### config.mk
export PLATFORM = sky130hd
export DESIGN_NAME = branch_resolve_unit
export DESIGN_NICKNAME = d
export VERILOG_FILES = /design/src/rtl/branch_resolve_unit.sv
export SDC_FILE = /design/constraint.sdc
export NUM_CORES = 1
export LEC_CHECK = 0
export CAP_MARGIN = 20
export CORE_MARGIN = 2
export CORE_UTILIZATION = 59
export CTS_CLUSTER_SIZE = 40
export DETAILED_ROUTE_END_ITERATION = 8
export PLACE_DENSITY = 0.85
export SLEW_MARGIN = 20
export SYNTH_ARGS = -nofsm -noshare
export SYNTH_HDL_FRONTEND = slang
export SYNTH_SLANG_ARGS = --single-unit
### constraint.sdc
create_clock -name clk -period 9.3 [get_ports clk]
set_input_delay 1.86 -clock clk [delete_from_list [all_inputs] [get_ports clk]]
set_output_delay 1.86 -clock clk [all_outputs]
set_load 0.02 [all_outputs]
### src/rtl/branch_resolve_unit.sv
// branch_resolve_unit: in-order tracker of in-flight branch predictions between ID and EX
//
// Holds {pc, pred_taken, pred_target} for each decoded control-flow instruction in a
// circular FIFO. When EX resolves the oldest entry, the unit emits a one-cycle training
// pulse for the 2-bit-counter predictor. On a misprediction it also emits a one-cycle
// redirect to IF and squashes every younger entry.
//
// Optional build macro: BRU_PERF_COUNTERS_EN adds o_perf_resolved / o_perf_mispredicted.
//
// Ports:
//   clk, reset            clock, asynchronous active-high reset
//   i_enq_*               ID enqueue: valid, pc, predicted direction, predicted target
//   o_enq_ready           queue not full; ID stalls when low
//   i_res_*               EX resolve: valid, pc, conditional flag, actual direction/target
//   i_flush               trap squash: clears queue, drops enqueue, suppresses redirect
//   o_update_enable       predictor training strobe (with o_pc_update, o_branch_taken, o_is_branch)
//   o_mispredict          one-cycle redirect pulse, o_redirect_pc = correct next PC
//   o_order_error         sticky: resolve on empty queue or resolve PC != head PC
module branch_resolve_unit #(
    parameter int DEPTH = 4,
    parameter int XLEN  = 32
) (
    input  logic            clk,
    input  logic            reset,
    input  logic            i_enq_valid,
    input  logic [XLEN-1:0] i_enq_pc,
    input  logic            i_enq_pred_taken,
    input  logic [XLEN-1:0] i_enq_pred_target,
    output logic            o_enq_ready,
    input  logic            i_res_valid,
    input  logic [XLEN-1:0] i_res_pc,
    input  logic            i_res_is_cond,
    input  logic            i_res_taken,
    input  logic [XLEN-1:0] i_res_target,
    input  logic            i_flush,
    output logic            o_update_enable,
    output logic [XLEN-1:0] o_pc_update,
    output logic            o_branch_taken,
    output logic            o_is_branch,
    output logic            o_mispredict,
    output logic [XLEN-1:0] o_redirect_pc,
    output logic            o_order_error
`ifdef BRU_PERF_COUNTERS_EN
    ,
    output logic [31:0]     o_perf_resolved,
    output logic [31:0]     o_perf_mispredicted
`endif
);
    localparam int AW = $clog2(DEPTH);
    localparam logic [AW:0] PTR_ONE = 1;

    logic [XLEN-1:0] r_pc  [DEPTH];
    logic [XLEN-1:0] r_tgt [DEPTH];
    logic [DEPTH-1:0] r_pt;
    logic [AW:0] r_head, r_tail;

    logic            w_empty, w_full, w_enq, w_deq, w_mis, w_mis_out, w_order_err;
    logic [XLEN-1:0] w_head_pc, w_head_tgt;
    logic            w_head_pt;

    assign w_head_pc   = r_pc[r_head[AW-1:0]];
    assign w_head_tgt  = r_tgt[r_head[AW-1:0]];
    assign w_head_pt   = r_pt[r_head[AW-1:0]];
    assign w_empty     = r_head == r_tail;
    assign w_full      = (r_head[AW-1:0] == r_tail[AW-1:0]) && (r_head[AW] != r_tail[AW]);
    assign o_enq_ready = !w_full;
    assign w_deq       = i_res_valid && !w_empty;
    assign w_mis       = w_deq && ((i_res_taken != w_head_pt) ||
                                   (i_res_taken && (i_res_target != w_head_tgt)));
    assign w_mis_out   = w_mis && !i_flush;
    // A same-cycle enqueue is younger than the resolving branch, so it is wrong-path on a squash.
    assign w_enq       = i_enq_valid && !w_full && !i_flush && !w_mis;
    assign w_order_err = i_res_valid && (w_empty || (i_res_pc != w_head_pc));

    always_ff @(posedge clk or posedge reset) begin
        if (reset) begin
            r_head <= '0;
            r_tail <= '0;
        end else if (i_flush || w_mis) begin
            r_head <= r_tail;
        end else begin
            if (w_enq) r_tail <= r_tail + PTR_ONE;
            if (w_deq) r_head <= r_head + PTR_ONE;
        end
    end

    always_ff @(posedge clk) begin
        if (w_enq) begin
            r_pc[r_tail[AW-1:0]]  <= i_enq_pc;
            r_tgt[r_tail[AW-1:0]] <= i_enq_pred_target;
            r_pt[r_tail[AW-1:0]]  <= i_enq_pred_taken;
        end
    end

    always_ff @(posedge clk or posedge reset) begin
        if (reset) begin
            o_update_enable <= 1'b0;
            o_pc_update     <= '0;
            o_branch_taken  <= 1'b0;
            o_is_branch     <= 1'b0;
            o_mispredict    <= 1'b0;
            o_redirect_pc   <= '0;
            o_order_error   <= 1'b0;
        end else begin
            o_update_enable <= w_deq;
            o_mispredict    <= w_mis_out;
            if (w_deq) begin
                o_pc_update    <= i_res_pc;
                o_branch_taken <= i_res_taken;
                o_is_branch    <= i_res_is_cond;
            end
            if (w_mis_out) o_redirect_pc <= i_res_taken ? i_res_target : w_head_pc + XLEN'(4);
            if (w_order_err) o_order_error <= 1'b1;
        end
    end

`ifdef BRU_PERF_COUNTERS_EN
    always_ff @(posedge clk or posedge reset) begin
        if (reset) begin
            o_perf_resolved     <= '0;
            o_perf_mispredicted <= '0;
        end else begin
            if (w_deq) o_perf_resolved <= o_perf_resolved + 32'd1;
            if (w_mis_out) o_perf_mispredicted <= o_perf_mispredicted + 32'd1;
        end
    end
`else
`endif

endmodule

==> impl_metrics.toml <==
[status]
outcome = "finished, final reports clean"

[cts]
postCtsSetupRepairBufs = 0
ctsRootBufferMaster = "clkbuf_16"
clock_tree_from_tritoncts = "built"
tritoncts_num_sinks = 335
cts-buffers-inserted = 34
ctsResizeCount = 0
clock_tree.buffer_depth = 3
clkLatencyLatePin_ns = 0.51
cts_stage_hold_buffer_count = 0
clk_pin_slew_ns = 0.06
cts.htree.levels = 2

[logic_synthesis]
post_synth.cell_area_avg_sq_um = 15.99
synth.top_cells.by_area = "edfxtp_1 (54%), dfrtp_1 (13%), mux4_2 (6.9%)"
area_fraction_of_the_dominant_cell_type_after_synthesis_pct = 54.02
synth-seq-area-share_pct = 67.00
synth-edff-count = 260
netlist.top_cell.by_area = "edfxtp_1"
yosys_register_bits = 335
synth_cell_type_count = 63
synth-main-ff-cell = "edfxtp_1"
post-synth-top-count-cell = "edfxtp_1"
synth.cell_area_sq_um = 14450
synthCells = 904
ys_async_sr_fraction_pct = 22.39
syn_nets = 1046
post_synth_most_frequent_cells = "edfxtp_1 (260), nand2_1 (154), dfrtp_1 (75)"
synth_warnings = 0

[detailed_routing]
route.detailed.wl_per_inst_microns = 24.11
detail_route.iter0.violations = 871
drt_pass1_iterations = 5
vias = 8638
final_routed_drc_violation_total = 0
post_drt_via_cell_ratio = 5.900
ant_nets = 0
totalWireLength_microns = 35300

[critical_path]
worst_ep_arrival_time_ns = 5.80
cp-end-kind = "register"
max_stage_delay_ns = 0.96
timing.rr.start = "r_head[0]"
crit_start = "r_head[0]"
family_of_cells_with_the_greatest_summed_delay_on_the_critical_path = "compound AO/OA/AOI/OAI gates"
crit_chain = "buf_4, mux2i_1, a22o_1, a2111oi_0, a21oi_1, a2111oi_2, a31o_1, o21a_1, and2_2, buf_4"
cpMostUsedCell = "buf_4"
critPathBufInv = 2
required_ns = 9.45
critical_path_class = "register to register"
maximum_fanout_along_the_worst_path = 46
critical_path.slowest_cell = "dfrtp_4"
startpoint_type = "register"

[cells_and_area]
ant_diodes = 0
seqCellArea_sq_um = 9689
area_growth_syn_to_layout_pct = 23.81
final_net_count = 1256
n_fill_cell = 1434
layout-drive-gt1-share_pct = 14.12
multi_input_area_sq_um = 4387

[sta]
finalSetupViolCount = 0
maxSlewViolCount = 0
clock_skew_ns = 0.02317
unrepaired_setup_endpoints_after_global_routing = "false"
report.final.hold_viol_count = 0
fmax_ghz = 0.1770
finalCriticalPeriod_ns = 5.650
setup_total_negative_slack_ns = 0
relSlewSlack_pct = 27.05
worst_pin_slew_ns = 1.094
timing.hold.ws_ns = 0.4727
final.period_utilization_pct = 60.75

[power]
pwr-share-comb_pct = 35.3
power_leakage_uw = 0.006533
power_report.internal_total_uw = 3790
total_switching_power_uw = 1824
clock_power_share_pct = 26.9
ir_drop_mv = 0.1603
power_switching_share_pct = 32.49
power-per-cell-area_nw_per_um2 = 313.7
share_seq_of_total_power_pct = 37.9

[floorplanning]
die_height_microns = 160.5
floorplan.rows = 57
core_area_sq_um = 24180
die_area_sq_um = 25770
ios = 206
initial_core_util_pct = 59.78
die_x_microns = 160.5

[global_routing]
grt_pass1_vias = 8805
grt-ovfl-total = 0
global_route.usage.total_pct = 27.64
first_pass_grt_wire_length_microns = 52870
number_of_antenna_violations_at_the_first_check_in_global_routing = 1
grt_start_max_net_pins = 76

[placed_design]
io_buffers = 205
gp_congestion = 0.9030
dp_hpwl_microns = 23790

[min_path]
holdCritPathClass = "register to register"
timing.hold.worst.start = "o_pc_update[6]"

[job]
maxCapViolCount = 0
state kept, by name, summed over array words and instances, names as in the netlist:
signal	count
r_pt	4
r_pc	128
o_redirect_pc	32
r_tgt	128
o_update_enable	1
o_order_error	1
r_tail	3
r_head	3
o_is_branch	1
o_mispredict	1
o_branch_taken	1
o_pc_update	32
routing by layer:
layer  vias to the layer above  wire length [microns]  part of all wire [%]  global-route usage [%]
met5                         -                     13                 0.037                       0
met4                         2                    681                   1.9                   6.388
met3                        56                   2814                   8.0                   4.752
met2                       470                  17470                    49                   46.45
met1                      4311                  14320                    41                   38.50
li1                       3799                      -                     -                       -
kinds of logic after synthesis:
family                   share of synthesized area [%]
flip-flops                                       67.00
AND/OR/NAND/NOR                                  7.410
multiplexers                                     13.96
XOR/XNOR                                         5.454
AO/OA/AOI/OAI                                    2.926
buffers and inverters                            2.727
adder cells (fa/ha/maj)                         0.5194
power by group through the flow:
stage,Combinational [uW],Sequential (uW),Clock [uW]
after detailed placement,1970,2150,0
after floorplan,1220,2210,0
after global routing,2100,2160,1580
final,1980,2120,1510
after global placement,1940,2140,0
after CTS,1990,2130,1520
tightest hold or removal path: stages, from the launching register on:
cell and delay (ns):
dfrtp_1 0.34, nand2_1 0.05, nand2_1 0.05
final timing paths:
kind                                         to  slack [ns]  depth (start not counted)
worst max-delay path               r_tgt[0][13]        3.65                         10
worst min-delay path             o_pc_update[6]        0.47                          2
worst max register to register     r_tgt[0][13]        3.65                         10
worst min register to register   o_pc_update[6]        0.47                          2
max in group asynchronous             r_head[0]        6.85                          3
min in group asynchronous       o_pc_update[25]        1.88                          3
placed cells by master, fill, tap and decap left out, types with 3 or more instances in the layout:
master           Yosys  layout
and3_1               5       5
nand3_1             13      13
nor2_1              19      19
nor4_1               4       4
clkinv_1             0       3
and2_1               7       4
nand2_1            154     154
mux2i_1             31      31
mux2_2              10      10
inv_1               11      10
buf_4                3       8
mux4_2              44      44
nand2b_1             3       3
xnor2_1             58      58
clkinv_2             0       5
mux4_1               7       7
xor2_1              32      32
mux2_4              28      28
nor2b_1              3       3
ha_1                 6       6
clkdlybuf4s50_1      0     204
clkbuf_1            12       6
clkbuf_16            0      37
and2_2               0       3
edfxtp_1           260     260
o21ai_0             32      32
nor3_2               3       3
dfrtp_1             75      73
bufinv_16            0       8
nand4_1             10      10
a21oi_1              8       8
layout make-up:
cell class | count | share of cell area (%)
repair buffers | 214 | 11.84
clock inverters | 18 | 1.629
multi-input cells | 518 | 24.51
well taps | 324 | 2.265
clock buffers | 44 | 5.376
flip-flops and latches | 335 | 54.14
inverters | 11 | 0.2377
per-stage QoR:
stage | cell area [sq um] | setup WS (ns) | cells | util, % | power [uW]
6_report | 17900 | 3.650 | 1464 | 74.02 | 5613
4_1_cts | 17890 | 3.622 | 1464 | 74.01 | 5631
3_3_place_gp | 16640 | 3.519 | 1402 | 68.82 | 4071
2_1_floorplan | 14450 | 4.065 | 904 | - | 3431
3_5_place_dp | 16640 | 3.394 | 1402 | 68.82 | 4118
5_1_grt | 17900 | 3.270 | 1464 | 74.02 | 5838
Note: power is estimated with default switching activity, not from simulation.
